==> src/rtl/alu_pkg.sv <==
// Shared types and constants for the ALU operand sequencer and its bench.
package alu_pkg;

  typedef enum logic [2:0] {
    S_A    = 3'b000,
    S_B    = 3'b001,
    S_OP   = 3'b010,
    S_EXEC = 3'b011,
    S_OUT  = 3'b100
  } seq_state_e;

  localparam logic [1:0] OP_ADD = 2'b00;
  localparam logic [1:0] OP_SUB = 2'b01;
  localparam logic [1:0] OP_AND = 2'b10;
  localparam logic [1:0] OP_OR  = 2'b11;

  localparam int unsigned FLAG_N = 3;
  localparam int unsigned FLAG_Z = 2;
  localparam int unsigned FLAG_C = 1;
  localparam int unsigned FLAG_V = 0;

  localparam int unsigned FLAGS_W = 4;
  localparam int unsigned STATE_W = 3;

endpackage

==> src/rtl/btn_sync_edge.sv <==
// Two-flop synchronizer plus delay flop; emits one pulse per rising edge of a raw button.
module btn_sync_edge (
  input  logic clk,
  input  logic rst_n,
  input  logic btn_raw,
  output logic pulse
);

  logic sync1_q;
  logic sync2_q;
  logic sync3_q;

  always_ff @(posedge clk or negedge rst_n) begin
    if (!rst_n) begin
      sync1_q <= 1'b0;
      sync2_q <= 1'b0;
      sync3_q <= 1'b0;
    end else begin
      sync1_q <= btn_raw;
      sync2_q <= sync1_q;
      sync3_q <= sync2_q;
    end
  end

  // Decoded from two flops of the same clock domain, so safe to use combinationally.
  assign pulse = sync2_q & ~sync3_q;

endmodule

==> src/rtl/alu_operand_sequencer.sv <==
// Collects A, B and op code from switches on button presses, holds them on the ALU,
// registers the ALU result and hands it downstream over valid/ready.
module alu_operand_sequencer
  import alu_pkg::*;
#(
  parameter int unsigned BITS  = 5,
  parameter int unsigned CNT_W = 8
) (
  input  logic               clk,
  input  logic               rst_n,
  input  logic [BITS-1:0]    data_in,
  input  logic [1:0]         op_in,
  input  logic               load_btn,
  input  logic               abort,
  output logic [BITS-1:0]    alu_a,
  output logic [BITS-1:0]    alu_b,
  output logic [1:0]         alu_ctrl,
  input  logic [BITS-1:0]    alu_result,
  input  logic [3:0]         alu_flags,
  output logic               res_valid,
  input  logic               res_ready,
  output logic [BITS-1:0]    res_data,
  output logic [3:0]         res_flags,
  output logic               busy,
  output logic [2:0]         state_dbg,
  output logic [CNT_W-1:0]   op_count
);

  logic load_pulse;

  btn_sync_edge u_load_sync (
    .clk     (clk),
    .rst_n   (rst_n),
    .btn_raw (load_btn),
    .pulse   (load_pulse)
  );

  seq_state_e          state_q, state_d;
  logic [BITS-1:0]     alu_a_q, alu_a_d;
  logic [BITS-1:0]     alu_b_q, alu_b_d;
  logic [1:0]          alu_ctrl_q, alu_ctrl_d;
  logic [BITS-1:0]     res_data_q, res_data_d;
  logic [FLAGS_W-1:0]  res_flags_q, res_flags_d;
  logic                res_valid_q, res_valid_d;
  logic [CNT_W-1:0]    op_count_q, op_count_d;
  logic                busy_q, busy_d;

  always_ff @(posedge clk or negedge rst_n) begin
    if (!rst_n) begin
      state_q     <= S_A;
      alu_a_q     <= '0;
      alu_b_q     <= '0;
      alu_ctrl_q  <= '0;
      res_data_q  <= '0;
      res_flags_q <= '0;
      res_valid_q <= 1'b0;
      op_count_q  <= '0;
      busy_q      <= 1'b0;
    end else begin
      state_q     <= state_d;
      alu_a_q     <= alu_a_d;
      alu_b_q     <= alu_b_d;
      alu_ctrl_q  <= alu_ctrl_d;
      res_data_q  <= res_data_d;
      res_flags_q <= res_flags_d;
      res_valid_q <= res_valid_d;
      op_count_q  <= op_count_d;
      busy_q      <= busy_d;
    end
  end

  // Abort overrides everything; otherwise one step of the load/exec/output sequence.
  always_comb begin
    state_d     = state_q;
    alu_a_d     = alu_a_q;
    alu_b_d     = alu_b_q;
    alu_ctrl_d  = alu_ctrl_q;
    res_data_d  = res_data_q;
    res_flags_d = res_flags_q;
    res_valid_d = res_valid_q;
    op_count_d  = op_count_q;

    if (abort) begin
      state_d     = S_A;
      res_valid_d = 1'b0;
      alu_a_d     = '0;
      alu_b_d     = '0;
      alu_ctrl_d  = '0;
    end else begin
      case (state_q)
        S_A: begin
          if (load_pulse) begin
            alu_a_d = data_in;
            state_d = S_B;
          end
        end
        S_B: begin
          if (load_pulse) begin
            alu_b_d = data_in;
            state_d = S_OP;
          end
        end
        S_OP: begin
          if (load_pulse) begin
            alu_ctrl_d = op_in;
            state_d    = S_EXEC;
          end
        end
        S_EXEC: begin
          res_data_d  = alu_result;
          res_flags_d = alu_flags;
          res_valid_d = 1'b1;
          state_d     = S_OUT;
        end
        S_OUT: begin
          if (res_valid_q && res_ready) begin
            res_valid_d = 1'b0;
            op_count_d  = op_count_q + CNT_W'(1);
            state_d     = S_A;
          end
        end
        default: state_d = S_A;
      endcase
    end

    busy_d = (state_d == S_EXEC) || (state_d == S_OUT);
  end

  assign alu_a     = alu_a_q;
  assign alu_b     = alu_b_q;
  assign alu_ctrl  = alu_ctrl_q;
  assign res_data  = res_data_q;
  assign res_flags = res_flags_q;
  assign res_valid = res_valid_q;
  assign op_count  = op_count_q;
  assign busy      = busy_q;
  assign state_dbg = STATE_W'(state_q);

endmodule

==> config.mk <==
export PLATFORM = sky130hd
export DESIGN_NAME = alu_operand_sequencer
export DESIGN_NICKNAME = d
export VERILOG_FILES = /design/src/rtl/alu_pkg.sv /design/src/rtl/btn_sync_edge.sv /design/src/rtl/alu_operand_sequencer.sv
export SDC_FILE = /design/constraint.sdc
export NUM_CORES = 1
export LEC_CHECK = 0
export ABC_AREA = 1
export ABC_CLOCK_PERIOD_IN_PS = 2100
export CELL_PAD_IN_SITES_DETAIL_PLACEMENT = 0
export CELL_PAD_IN_SITES_GLOBAL_PLACEMENT = 1
export CORE_MARGIN = 5
export CORE_UTILIZATION = 35
export CTS_CLUSTER_SIZE = 25
export DETAILED_ROUTE_END_ITERATION = 8
export GPL_TIMING_DRIVEN = 0
export PLACE_DENSITY_LB_ADDON = 0.1
export SLEW_MARGIN = 20
export SYNTH_ARGS = -nofsm -noshare
export SYNTH_HDL_FRONTEND = slang
export SYNTH_HIERARCHICAL = 1
export SYNTH_SLANG_ARGS = --single-unit
==> constraint.sdc <==
create_clock -name clk -period 2.1 [get_ports clk]
set_input_delay 0.21 -clock clk [delete_from_list [all_inputs] [get_ports clk]]
set_output_delay 0.21 -clock clk [all_outputs]
set_load 0.02 [all_outputs]
==> summary.txt <==
Worst setup path
  – CP Depth: 1
  – Critical Path AT: 1450 ps
  – CP top delay family: buffers and inverters
  – Critical Path Fanout Max: 5
  – Max incr delay on CP: 660 ps
  – Startpoint types: flip-flop
  – CP Cell Sequence: clkdlybuf4s50_1
  – Critical Path End Type: output port
  – Worst path slowest cell: clkdlybuf4s50_1
  – R2r worst-path depth: 7
  – Critical path buffers and inverters: 1
  – Worst reg2reg setup slack: slightly below 800 ps
  – Req. time, crit path: 1890 ps
  – Critical path class: reg2out

Finish
  – Post-route design area: 2400 µm²
  – Core Util, Final: 51.1%
  – Share of post-route cells with drive strength above 1: 10.9%
  – Synthesis-to-finish area growth: 42.3%
  – Fin nets: 278
  – Fill cell count: 438
  – Non-filler cells, final: 310
  – # diodes: 0

Run
  – Maxcap violations: 0

Yosys
  – Register area share after synthesis: 54.9%
  – Compound-cell area share of the yosys netlist: 5.71%
  – Syn Std Cell Area: 1690 µm²
  – Synth Area in Adders: less than 1%
  – Synth Area in XOR/XNOR: 2.52%
  – Primary FF master, synth: dfrtp_1
  – Post-synthesis simple-gate area fraction: 27.7%
  – Yosys warns: 6
  – Cells after synthesis: 194
  – Seq cells post-synth: 37
  – Mean Syn Cell Area: 8.69 µm²
  – Mux contribution to synthesized area: 0%
  – Synthesized Nets: ~220
  – Async S/R FF share, synth: 100%
  – Number of flops mapped to enable cells by yosys: 0
  – Post-synth cell types: 25
  – Main combinational cell family by area after synthesis: simple AND/OR/NAND/NOR gates

Placement
  – Placed cells: 302
  – GPL Wtd Cong: 0.762
  – Detailed placement HPWL: 2810 µm
  – Post-DP Area: 2300 µm²
  – Placement Setup Slack: 694 ps
  – IO buf count: 53

Floorplan
  – Die height: 79.4 µm
  – Die area: about 6300 µm²
  – Starting Density: 35.9%
  – FP Rows: 25
  – DIE WIDTH: approximately 79 µm
  – Total core area: 4690 µm²
  – Ports: 55

Power and ir drop
  – Pwr dens: between 600 and 700 nW/µm²
  – LEAKAGE: about 1.2 nW
  – Overall power: 1.53 mW
  – NetSw: 396 µW
  – Int Power: 1.13 mW
  – Sequential share of power: 50.6%
  – Clk pwr share: between 30% and 40%
  – Switching Share: 25.9%
  – Combinational Power Share: 16.7%
  – Worst VDD drop: 0.291 mV

Clock network
  – Clk slew on worst S/H paths: 70 ps
  – Num CTS Buffers: 5
  – H-Tree Depth: 2
  – CTS Sinks: 37
  – Clock Path Buffers: 2
  – CTS tree: yes
  – Worst-Skew Late Latency: 290 ps
  – Root buffer cell: clkbuf_8

Timing
  – TNS Setup: 0 ps
  – Endpoints failing hold: 0
  – Crit path time final: roughly 1700 ps
  – Max_slew headroom: roughly three quarters
  – Period utilization: just under 80%
  – Final hold slack: 135 ps
  – Final setup vio count: 0
  – RSZ-0062 raised after global routing: false
  – FMAX: 603 MHz
  – Setup Skew: 5.96 ps
  – Slew Limit Fails: 0
  – Final setup margin: 443 ps
  – Tightest Pin Transition: 350 ps

Global route
  – Vias in the first global route: ~1400
  – Total Routing Usage GR: 13.4%
  – Largest net degree at the start of global routing: 25
  – Antenna violations before repair: 0
  – Grt ovf: 0
  – Global-route wire length before repair: 6410 µm

Routing
  – Residual DRC: 0
  – Final antenna-violating net count: 0
  – DRT Pass-1 Iters: 4
  – Drt total wl: about 3800 µm
  – DR vias/cell: 4.55
  – 1st-iter DRT viols: 54
  – WL/cell: 12.2 µm
  – Total number of vias: 1412

Outcome
  – Status: completed

Worst hold path
  – Worst Hold Class: in2reg
  – Worst Hold Depth: 2
what timing repair did:
action / 4_1_cts / 5_1_grt
hold endpoints to repair: 13 / 0
resized for setup: 0 / 0
buffers inserted: 0 / 0
hold buffers: 1 / 0
kinds of logic after synthesis:
kind of cell,after synthesis
compound gates,18
xor+xnor,4
fa+ha+maj,1
buf+inv,33
flops,37
simple gates,101
worst paths after layout:
| path | endpoint | from |
|---|---|---|
| worst max-delay path | state_dbg[2] | state_dbg[2] |
| worst min-delay path | state_dbg[1] | abort |
| worst max register to register | alu_a[1] | u_load_sync/sync3_q |
| worst min register to register | u_load_sync/sync2_q | u_load_sync/sync1_q |
| max in group asynchronous | op_count[0] | rst_n |
| min in group asynchronous | res_flags[1] | rst_n |
area by class of cell:
cell class / count / area, µm² / share of cell area [%]
clock buffers: 6 / 82.6 / 3.44
multi-input cells: 124 / 618 / 25.8
clock inverters: 1 / 7.51 / 0.313
plain buffers: 4 / 26.3 / 1.09
flip-flops and latches: 37 / 926 / 38.6
well taps: 54 / 67.6 / 2.82
repair buffers: 55 / 556 / 23.1
inverters: 29 / 116 / 4.85
flip-flops by register name, summed over array words and instances (netlist names):
signal and flops:
alu_a 5, alu_b 5, alu_ctrl 2, busy 1, op_count 8, res_data 5
res_flags 4, res_valid 1, state_dbg 3, u_load_sync/sync1_q 1, u_load_sync/sync2_q 1, u_load_sync/sync3_q 1
routing by layer:
layer  track usage [%]  up-vias  share of wire, %
met1              17.3      649                47
met3              4.74        5               5.8
met5                 0        -                 0
met4              4.81        0               1.4
li1                  -      720                 -
met2              20.5       38                45
worst reg2reg max path, stage by stage, from the launching register on:
cell and delay [ps]:
dfrtp_1 370, nor2_2 170, inv_1 80, nor2_2 110, nand2_1 170, nand2_1 200, nand2_1 80, nand2_1 60
layout by cell type (no fill, tap or decap), drive strengths merged:
cell,n
nor2,18
clkbuf,6
buf,6
clkinvlp,1
xor2,3
dfrtp,37
clkdlybuf4s50,52
inv,28
o21ai,16
a21oi,1
nand4,2
nand2,62
dlygate4sd3,1
ha,1
clkinv,1
nand3,19
xnor2,1
o211ai,1
cells in the mapped netlist, types with 2 or more instances:
| library cell | n | area share, % |
|---|---|---|
| dfrtp_1 | 37 | 55 |
| nand2_2 | 4 | 1.5 |
| o21ai_1 | 9 | 2.7 |
| nor2_1 | 13 | 2.9 |
| nand2_1 | 58 | 13 |
| nand3_1 | 17 | 5.0 |
| xor2_1 | 2 | 1.0 |
| buf_2 | 3 | 0.89 |
| inv_1 | 27 | 6.0 |
| o21ai_0 | 6 | 1.8 |
| nor2_2 | 3 | 1.1 |
| nand4_1 | 2 | 0.74 |
power groups by stage:
stage               combinational, mW  clock [mW]  sequential (mW)
floorplan                      0.0667           0            0.832
global placement                0.252           0            0.788
detailed placement              0.257           0            0.788
CTS                             0.260       0.517            0.775
global route                    0.280       0.559            0.781
finish                          0.255       0.501            0.774
Note: power is estimated with default switching activity, not from simulation.
